**config.mk**
```make
export PLATFORM = sky130hd
export DESIGN_NAME = rip_mem_align
export DESIGN_NICKNAME = d
export VERILOG_FILES = /design/src/rtl/rip_mem_pkg.sv /design/src/rtl/rip_lane_shift.sv /design/src/rtl/rip_mem_align.sv
export SDC_FILE = /design/constraint.sdc
export NUM_CORES = 1
export LEC_CHECK = 0
export BUFFER_PORTS_ARGS = -buffer_cell sky130_fd_sc_hd__buf_2
export CORE_UTILIZATION = 38
export CTS_BUF_LIST = sky130_fd_sc_hd__clkbuf_16
export DETAILED_ROUTE_END_ITERATION = 8
export PLACE_DENSITY = 0.59
export SYNTH_ARGS = -nofsm -noshare
export SYNTH_HDL_FRONTEND = slang
export SYNTH_SLANG_ARGS = --single-unit
```
**constraint.sdc**
```tcl
create_clock -name clk -period 4.5 [get_ports clk]
set_input_delay 0.45 -clock clk [delete_from_list [all_inputs] [get_ports clk]]
set_output_delay 0.45 -clock clk [all_outputs]
set_load 0.02 [all_outputs]
```
**src/rtl/rip_mem_pkg.sv**
```systemverilog
`default_nettype none
// ============================================================================
// Module   : rip_mem_pkg
// Purpose  : Shared access-size encoding, width constants and helpers for the
//            load/store alignment path and its lane-shift datapath.
// Revision : 1.0 - initial release
// ============================================================================
package rip_mem_pkg;

  // Access size encoding as it arrives from the core.
  typedef enum logic [1:0] {
    MEM_B = 2'd0,
    MEM_H = 2'd1,
    MEM_W = 2'd2,
    MEM_D = 2'd3
  } mem_size_e;

  // Operand widths in bits for each access size.
  localparam int unsigned C_WIDTH_B = 8;
  localparam int unsigned C_WIDTH_H = 16;
  localparam int unsigned C_WIDTH_W = 32;
  localparam int unsigned C_WIDTH_D = 64;

  // Alignment sequencer states.
  typedef enum logic [2:0] {
    ST_IDLE  = 3'd0,
    ST_BEAT0 = 3'd1,
    ST_RD0   = 3'd2,
    ST_BEAT1 = 3'd3,
    ST_RD1   = 3'd4,
    ST_RESP  = 3'd5
  } align_state_e;

  // Number of bytes touched by an access of the given size.
  function automatic logic [3:0] size_bytes(input mem_size_e size);
    logic [3:0] nbytes;
    case (size)
      MEM_B:   nbytes = 4'(C_WIDTH_B / 8);
      MEM_H:   nbytes = 4'(C_WIDTH_H / 8);
      MEM_W:   nbytes = 4'(C_WIDTH_W / 8);
      default: nbytes = 4'(C_WIDTH_D / 8);
    endcase
    return nbytes;
  endfunction

endpackage
`default_nettype wire

```
**src/rtl/rip_lane_shift.sv**
```systemverilog
`default_nettype none
// ============================================================================
// Module   : rip_lane_shift
// Purpose  : Combinational lane logic: byte mask, split detect, write-data
//            lane shift and read-data extract with sign/zero extension.
// Revision : 1.0 - initial release
// ============================================================================
module rip_lane_shift
  import rip_mem_pkg::*;
#(
  parameter int XLEN      = 32,
  parameter int BUS_WIDTH = XLEN,
  localparam int BB       = BUS_WIDTH / 8,
  localparam int OFFW     = $clog2(BB)
) (
  input  logic [OFFW-1:0]      i_off,
  input  logic [1:0]           i_size,
  input  logic                 i_unsigned,
  input  logic [XLEN-1:0]      i_wdata,
  input  logic [BUS_WIDTH-1:0] i_buf0,
  input  logic [BUS_WIDTH-1:0] i_buf1,
  output logic [2*BB-1:0]      o_mask,
  output logic                 o_split,
  output logic [BUS_WIDTH-1:0] o_wdata_lo,
  output logic [BUS_WIDTH-1:0] o_wdata_hi,
  output logic [XLEN-1:0]      o_rdata
);

  logic [3:0]             w_nbytes;
  logic [2*BB-1:0]        w_base;
  logic [2*BUS_WIDTH-1:0] w_wide;
  logic [XLEN-1:0]        w_rd_raw;
  logic                   w_sign;
  logic                   w_fill;

  assign w_nbytes = size_bytes(mem_size_e'(i_size));

  // Unshifted byte mask: the low nbytes bits set across a two-word window.
  always_comb begin
    w_base = '0;
    for (int i = 0; i < 2 * BB; i++) begin
      w_base[i] = (i < int'(w_nbytes));
    end
  end

  assign o_mask  = w_base << i_off;
  assign o_split = (int'(i_off) + int'(w_nbytes)) > BB;

  // Store data moves up by the byte offset; the overflow lands in beat 1.
  assign w_wide     = {{(2*BUS_WIDTH-XLEN){1'b0}}, i_wdata} << {i_off, 3'b000};
  assign o_wdata_lo = w_wide[BUS_WIDTH-1:0];
  assign o_wdata_hi = w_wide[2*BUS_WIDTH-1:BUS_WIDTH];

  // Load data: both beats concatenated and pulled down to bit 0.
  assign w_rd_raw = XLEN'({i_buf1, i_buf0} >> {i_off, 3'b000});

  // Sign bit is the top bit of the accessed operand.
  always_comb begin
    case (mem_size_e'(i_size))
      MEM_B:   w_sign = w_rd_raw[7];
      MEM_H:   w_sign = w_rd_raw[15];
      MEM_W:   w_sign = w_rd_raw[31];
      default: w_sign = w_rd_raw[XLEN-1];
    endcase
  end

  assign w_fill = w_sign & ~i_unsigned;

  // Bytes inside the operand pass through; bytes above it take the fill.
  // A full-width operand has no fill bytes, so i_unsigned is moot there.
  for (genvar gb = 0; gb < XLEN / 8; gb++) begin : g_byte
    assign o_rdata[8*gb +: 8] = (gb < int'(w_nbytes)) ? w_rd_raw[8*gb +: 8] : {8{w_fill}};
  end

endmodule
`default_nettype wire

```
**src/rtl/rip_mem_align.sv**
```systemverilog
`default_nettype none
// ============================================================================
// Module   : rip_mem_align
// Purpose  : Load/store alignment unit. Turns a byte/half/word/double access
//            at any address into one or two bus-aligned beats and returns
//            extended load data to the core.
// Revision : 1.0 - initial release
// ============================================================================
module rip_mem_align
  import rip_mem_pkg::*;
#(
  parameter int XLEN       = 32,
  parameter int BUS_WIDTH  = XLEN,
  parameter int ADDR_WIDTH = 32
) (
  input  logic                    clk,
  input  logic                    rstn,
  input  logic                    req_valid,
  output logic                    req_ready,
  input  logic                    req_we,
  input  logic [1:0]              req_size,
  input  logic                    req_unsigned,
  input  logic [ADDR_WIDTH-1:0]   req_addr,
  input  logic [XLEN-1:0]         req_wdata,
  output logic                    rsp_valid,
  output logic [XLEN-1:0]         rsp_rdata,
  output logic                    rsp_err,
  output logic                    mem_valid,
  input  logic                    mem_ready,
  output logic                    mem_we,
  output logic [ADDR_WIDTH-1:0]   mem_addr,
  output logic [BUS_WIDTH/8-1:0]  mem_wstrb,
  output logic [BUS_WIDTH-1:0]    mem_wdata,
  input  logic                    mem_rvalid,
  input  logic [BUS_WIDTH-1:0]    mem_rdata
);

  localparam int BB   = BUS_WIDTH / 8;
  localparam int OFFW = $clog2(BB);
  localparam logic [ADDR_WIDTH-1:0] C_OFF_MASK = ADDR_WIDTH'(BB - 1);
  localparam logic [ADDR_WIDTH-1:0] C_BB_ADDR  = ADDR_WIDTH'(BB);

  align_state_e state_q, state_d;
  logic                  req_ready_q, req_ready_d;
  logic                  mem_valid_q, mem_valid_d;
  logic                  mem_we_q, mem_we_d;
  logic [ADDR_WIDTH-1:0] mem_addr_q, mem_addr_d;
  logic [BB-1:0]         mem_wstrb_q, mem_wstrb_d;
  logic [BUS_WIDTH-1:0]  mem_wdata_q, mem_wdata_d;
  logic                  rsp_valid_q, rsp_valid_d;
  logic [XLEN-1:0]       rsp_rdata_q, rsp_rdata_d;
  logic                  rsp_err_q, rsp_err_d;
  logic                  we_q, we_d;
  mem_size_e             size_q, size_d;
  logic                  is_unsigned_q, is_unsigned_d;
  logic [ADDR_WIDTH-1:0] addr_q, addr_d;
  logic [XLEN-1:0]       wdata_q, wdata_d;
  logic [BUS_WIDTH-1:0]  buf0_q, buf0_d;
  logic [BUS_WIDTH-1:0]  buf1_q, buf1_d;

  logic                  w_idle;
  logic                  w_illegal;
  logic [OFFW-1:0]       w_ls_off;
  logic [1:0]            w_ls_size;
  logic                  w_ls_unsigned;
  logic [XLEN-1:0]       w_ls_wdata;
  logic [BUS_WIDTH-1:0]  w_ls_buf0;
  logic [BUS_WIDTH-1:0]  w_ls_buf1;
  logic [2*BB-1:0]       w_mask;
  logic                  w_split;
  logic [BUS_WIDTH-1:0]  w_wdata_lo;
  logic [BUS_WIDTH-1:0]  w_wdata_hi;
  logic [XLEN-1:0]       w_rdata;
  logic [ADDR_WIDTH-1:0] w_beat1_addr;

  assign w_idle    = (state_q == ST_IDLE);
  assign w_illegal = (XLEN == 32) && (req_size == 2'd3);

  // In IDLE the lane logic sees the live request so beat 0 can be registered
  // on the accept edge; afterwards it works from the captured fields. Read
  // buffers are bypassed with mem_rdata on the capture cycle so the result
  // is registered together with the final beat.
  assign w_ls_off      = w_idle ? req_addr[OFFW-1:0] : addr_q[OFFW-1:0];
  assign w_ls_size     = w_idle ? req_size : size_q;
  assign w_ls_unsigned = w_idle ? req_unsigned : is_unsigned_q;
  assign w_ls_wdata    = w_idle ? req_wdata : wdata_q;
  assign w_ls_buf0     = (state_q == ST_RD0) ? mem_rdata : buf0_q;
  assign w_ls_buf1     = (state_q == ST_RD1) ? mem_rdata : buf1_q;
  assign w_beat1_addr  = (addr_q & ~C_OFF_MASK) + C_BB_ADDR;

  rip_lane_shift #(
    .XLEN      (XLEN),
    .BUS_WIDTH (BUS_WIDTH)
  ) u_lane_shift (
    .i_off      (w_ls_off),
    .i_size     (w_ls_size),
    .i_unsigned (w_ls_unsigned),
    .i_wdata    (w_ls_wdata),
    .i_buf0     (w_ls_buf0),
    .i_buf1     (w_ls_buf1),
    .o_mask     (w_mask),
    .o_split    (w_split),
    .o_wdata_lo (w_wdata_lo),
    .o_wdata_hi (w_wdata_hi),
    .o_rdata    (w_rdata)
  );

  // Next-state and next-output decode; every output leaves a flop.
  always_comb begin
    state_d       = state_q;
    req_ready_d   = req_ready_q;
    mem_valid_d   = mem_valid_q;
    mem_we_d      = mem_we_q;
    mem_addr_d    = mem_addr_q;
    mem_wstrb_d   = mem_wstrb_q;
    mem_wdata_d   = mem_wdata_q;
    rsp_valid_d   = 1'b0;
    rsp_rdata_d   = rsp_rdata_q;
    rsp_err_d     = rsp_err_q;
    we_d          = we_q;
    size_d        = size_q;
    is_unsigned_d = is_unsigned_q;
    addr_d        = addr_q;
    wdata_d       = wdata_q;
    buf0_d        = buf0_q;
    buf1_d        = buf1_q;

    case (state_q)
      ST_IDLE: begin
        if (req_valid) begin
          we_d          = req_we;
          size_d        = mem_size_e'(req_size);
          is_unsigned_d = req_unsigned;
          addr_d        = req_addr;
          wdata_d       = req_wdata;
          buf0_d        = '0;
          buf1_d        = '0;
          req_ready_d   = 1'b0;
          if (w_illegal) begin
            state_d     = ST_RESP;
            rsp_valid_d = 1'b1;
            rsp_err_d   = 1'b1;
            rsp_rdata_d = '0;
          end else begin
            state_d     = ST_BEAT0;
            mem_valid_d = 1'b1;
            mem_we_d    = req_we;
            mem_addr_d  = req_addr & ~C_OFF_MASK;
            mem_wstrb_d = w_mask[BB-1:0];
            mem_wdata_d = w_wdata_lo;
          end
        end
      end
      ST_BEAT0: begin
        if (mem_ready) begin
          if (we_q && w_split) begin
            state_d     = ST_BEAT1;
            mem_addr_d  = w_beat1_addr;
            mem_wstrb_d = w_mask[2*BB-1:BB];
            mem_wdata_d = w_wdata_hi;
          end else begin
            mem_valid_d = 1'b0;
            mem_we_d    = 1'b0;
            mem_addr_d  = '0;
            mem_wstrb_d = '0;
            mem_wdata_d = '0;
            if (we_q) begin
              state_d     = ST_RESP;
              rsp_valid_d = 1'b1;
              rsp_rdata_d = '0;
            end else begin
              state_d = ST_RD0;
            end
          end
        end
      end
      ST_RD0: begin
        if (mem_rvalid) begin
          buf0_d = mem_rdata;
          if (w_split) begin
            state_d     = ST_BEAT1;
            mem_valid_d = 1'b1;
            mem_we_d    = 1'b0;
            mem_addr_d  = w_beat1_addr;
            mem_wstrb_d = w_mask[2*BB-1:BB];
            mem_wdata_d = w_wdata_hi;
          end else begin
            state_d     = ST_RESP;
            rsp_valid_d = 1'b1;
            rsp_rdata_d = w_rdata;
          end
        end
      end
      ST_BEAT1: begin
        if (mem_ready) begin
          mem_valid_d = 1'b0;
          mem_we_d    = 1'b0;
          mem_addr_d  = '0;
          mem_wstrb_d = '0;
          mem_wdata_d = '0;
          if (we_q) begin
            state_d     = ST_RESP;
            rsp_valid_d = 1'b1;
            rsp_rdata_d = '0;
          end else begin
            state_d = ST_RD1;
          end
        end
      end
      ST_RD1: begin
        if (mem_rvalid) begin
          buf1_d      = mem_rdata;
          state_d     = ST_RESP;
          rsp_valid_d = 1'b1;
          rsp_rdata_d = w_rdata;
        end
      end
      ST_RESP: begin
        state_d     = ST_IDLE;
        req_ready_d = 1'b1;
        rsp_err_d   = 1'b0;
        rsp_rdata_d = '0;
      end
      default: begin
        state_d     = ST_IDLE;
        req_ready_d = 1'b1;
      end
    endcase
  end

  // State, captured request, beat buffers and registered outputs.
  always_ff @(posedge clk or negedge rstn) begin
    if (!rstn) begin
      state_q       <= ST_IDLE;
      req_ready_q   <= 1'b1;
      mem_valid_q   <= 1'b0;
      mem_we_q      <= 1'b0;
      mem_addr_q    <= '0;
      mem_wstrb_q   <= '0;
      mem_wdata_q   <= '0;
      rsp_valid_q   <= 1'b0;
      rsp_rdata_q   <= '0;
      rsp_err_q     <= 1'b0;
      we_q          <= 1'b0;
      size_q        <= MEM_B;
      is_unsigned_q <= 1'b0;
      addr_q        <= '0;
      wdata_q       <= '0;
      buf0_q        <= '0;
      buf1_q        <= '0;
    end else begin
      state_q       <= state_d;
      req_ready_q   <= req_ready_d;
      mem_valid_q   <= mem_valid_d;
      mem_we_q      <= mem_we_d;
      mem_addr_q    <= mem_addr_d;
      mem_wstrb_q   <= mem_wstrb_d;
      mem_wdata_q   <= mem_wdata_d;
      rsp_valid_q   <= rsp_valid_d;
      rsp_rdata_q   <= rsp_rdata_d;
      rsp_err_q     <= rsp_err_d;
      we_q          <= we_d;
      size_q        <= size_d;
      is_unsigned_q <= is_unsigned_d;
      addr_q        <= addr_d;
      wdata_q       <= wdata_d;
      buf0_q        <= buf0_d;
      buf1_q        <= buf1_d;
    end
  end

  assign req_ready = req_ready_q;
  assign mem_valid = mem_valid_q;
  assign mem_we    = mem_we_q;
  assign mem_addr  = mem_addr_q;
  assign mem_wstrb = mem_wstrb_q;
  assign mem_wdata = mem_wdata_q;
  assign rsp_valid = rsp_valid_q;
  assign rsp_rdata = rsp_rdata_q;
  assign rsp_err   = rsp_err_q;

endmodule
`default_nettype wire

```
==> reports/results.ini <==
[status]
status=finished with violations
violations=negative hold slack

[critical_path]
cp.required_ps=4970
crit_path_max_incr_delay_ps=660
critPathBufInv=2
cp.arrival_ps=4440
critPathLaunch=state_q[2]$_DFFE_PN0P_
cp-end-kind=flip-flop
cpMostUsedCell=inv_1
critical_path.startpoint_type=flip-flop
critical-path-slowest-cell=or3_1
r2r_start=state_q[2]$_DFFE_PN0P_
critPathKind=reg -> reg
cp_top_family=compound AO/OA/AOI/OAI gates
crit_path_max_fanout=16
path_cells=o31ai_1, a21boi_2, nand2_1, inv_1, ha_1, inv_1, fa_1, nand2b_1, a221oi_1, nor3_1, or3_1, a21oi_1, a211o_1

[global_routing]
grt.total_usage_pct=22.9
grt-ovfl-total=0
grt_pass1_vias=10865
grt_pass1_wl_um=61700
grt_max_degree=115
antenna_found_initial=6

[clock_tree]
numCtsBuffers=28
cts-root-buf=clkbuf_16
clock_latency_ps=550
clock_sinks=230
cts_tree=done
hold_buffers=0
htree_levels=1
clkSlewWorstSetupHoldPaths_ps=60
cts_buffer_depth=3

[routing]
ant_nets=0
drtIter0Drc=773
wire_per_inst_um=19.3
drc=0
wl_um=39200
vias=11180
drt_pass1_iterations=5
vias_per_cell=5.52

[sta]
setup_viol=0
slew_headroom_pct=33.6
hold_viol=20
fmax_ghz=0.252
hold_slack_ps=-55.0
tns_ps=0
rsz0062_at_grt=false
timing.final.crit_share_pct=88.1
timing.clock.skew_ps=17.3
report.final.slew_viol_count=0
tightest_slew_ps=996
fin_crit_ps=3960

[power]
total_power_w=0.0125
p_per_area_mw_per_mm2=818
p_leak_nw=6.93
irDropWorstVdd_uv=394

[synthesis]
synthSimpleGateAreaFrac_pct=16.7
postSynthAreaPerCell_um2=9.28
synth_edf_count=0
postSynthCellCount=1387
synth_ff_type=dfrtp_1
synth_compound_area_share_pct=17.3
synth_area_mm2=0.0129
ys_types=62
synthArstFlopShare_pct=100
synth_warnings=0
synth_seq_area_share_pct=44.7
synth_seq_cells=230
synth_xor_area_share_pct=1.97
synth_top_family_by_area=compound AO/OA/AOI/OAI gates
synth_adder_area_share_pct=0.350
synthMuxAreaShare_pct=14.7

[die]
start_util_pct=38.5
fp-row-count=67
dieArea_mm2=0.0346
die_w_um=186
coreArea_mm2=0.0334
io_pins=210
die-height_um=186

[placed_design]
buffer_ports.inserted=207
place.gp.congestion=0.856
dp_hpwl_um=27100

[layout]
final_common_cell=nand2_1
layout.cells.most_common_list=nand2_1 (241), dfrtp_1 (229), buf_2 (206), mux2i_1 (111), nor2_1 (104)
fill_cells=3322
layout-drive-gt1-share_pct=24.0
area_delta_synth_final_pct=18.9
fin_nets=1660

[job]
drv_cap=0

[worst_hold_path]
hold_class=in -> async

[synth_stat cells (8+ instances only)]
| master | count | area, um^2 |
|---|---|---|
| nand3_1 | 30 | 150 |
| mux2_2 | 68 | 766 |
| buf_2 | 32 | 160 |
| o21ai_1 | 8 | 40.0 |
| clkbuf_1 | 72 | 270 |
| a21oi_1 | 75 | 375 |
| a21o_1 | 11 | 82.6 |
| mux2i_1 | 111 | 1110 |
| a31oi_1 | 12 | 75.1 |
| o31ai_1 | 19 | 143 |
| nor2_1 | 104 | 390 |
| a211oi_1 | 31 | 233 |
| inv_1 | 16 | 60.1 |
| nand2b_1 | 20 | 125 |
| and3_1 | 14 | 87.6 |
| xnor2_1 | 24 | 210 |
| nand2_1 | 241 | 905 |
| nor2b_1 | 18 | 113 |
| a211o_1 | 24 | 210 |
| and4_1 | 8 | 70.1 |
| or3_1 | 11 | 68.8 |
| nand4_1 | 12 | 75.1 |
| a221oi_1 | 38 | 333 |
| o21ai_0 | 79 | 395 |
| dfrtp_1 | 229 | 5730 |
[report_power, final]
part	leakage (nW)	internal [W]	switching, W
sequential	2.92	0.00297	0.000679
clock	0.492	0.00145	0.000906
combinational	3.52	0.00241	0.00412
total	6.93	0.00682	0.00571
[cell families (layout without fill, tap and decap cells)]
logic type	count (synthesis)	in the layout
flops	230	230
fa+ha+maj	3	3
mux	180	180
xor+xnor	29	29
compound gates	334	334
other cells	1	7
buf+inv	128	314
simple gates	482	482
[worst paths after layout]
path	depth (start not counted)	slack, ps	endpoint
worst min-delay path	1	-60	wdata_q[21]$_DFFE_PN0P_
worst min register to register	2	480	mem_wdata[26]$_DFFE_PN0P_
min in group clk	3	150	addr_q[11]$_DFFE_PN0P_
worst max register to register	13	540	rsp_rdata[21]$_DFFE_PN0P_
max in group asynchronous	2	3450	req_ready$_DFFE_PN1P_
worst max-delay path	13	540	rsp_rdata[21]$_DFFE_PN0P_
[through the flow]
stage	cells	worst slack (ps)	util, %	hold slack (ps)	cell area (um^2)
after floorplan	1388	423	-	154	12900
after global placement	1970	387	42.9	460	14300
after detailed placement	1970	232	42.9	468	14300
after CTS	2022	226	45.7	25.7	15300
after global routing	2024	235	45.8	37.7	15300
final	2027	535	45.8	-55.0	15300
[flip-flops by register name (all words and copies together), names as in the netlist, 2 cells and up]
signal,cells
wdata_q,32
buf1_q,24
buf0_q,32
size_q,2
mem_addr,30
rsp_rdata,32
addr_q,32
state_q,3
mem_wstrb,4
mem_wdata,32
[layer usage]
layer  wire, um  track usage, %  part of all wire (%)
met3       2170            3.21                   5.5
met4        885            6.43                   2.3
met1      16900            30.4                    43
met2      19200            38.6                    49
met5         26               0                 0.066
[area by class of cell]
type,instances,area [um^2],area share (%)
well taps,448,561,3.66
flip-flops and latches,230,5760,37.6
clock buffers,29,726,4.74
inverters,17,63.8,0.417
diodes,5,12.5,0.0817
clock inverters,23,238,1.55
multi-input cells,1030,6630,43.3
repair buffers,245,1330,8.69
[what timing repair did]
item / CTS / global route
endpoints found under the setup margin: 0 / 1
resized for setup: 0 / 1
setup buffers: 0 / 0
No activity file was read; power rests on OpenSTA's default activity.
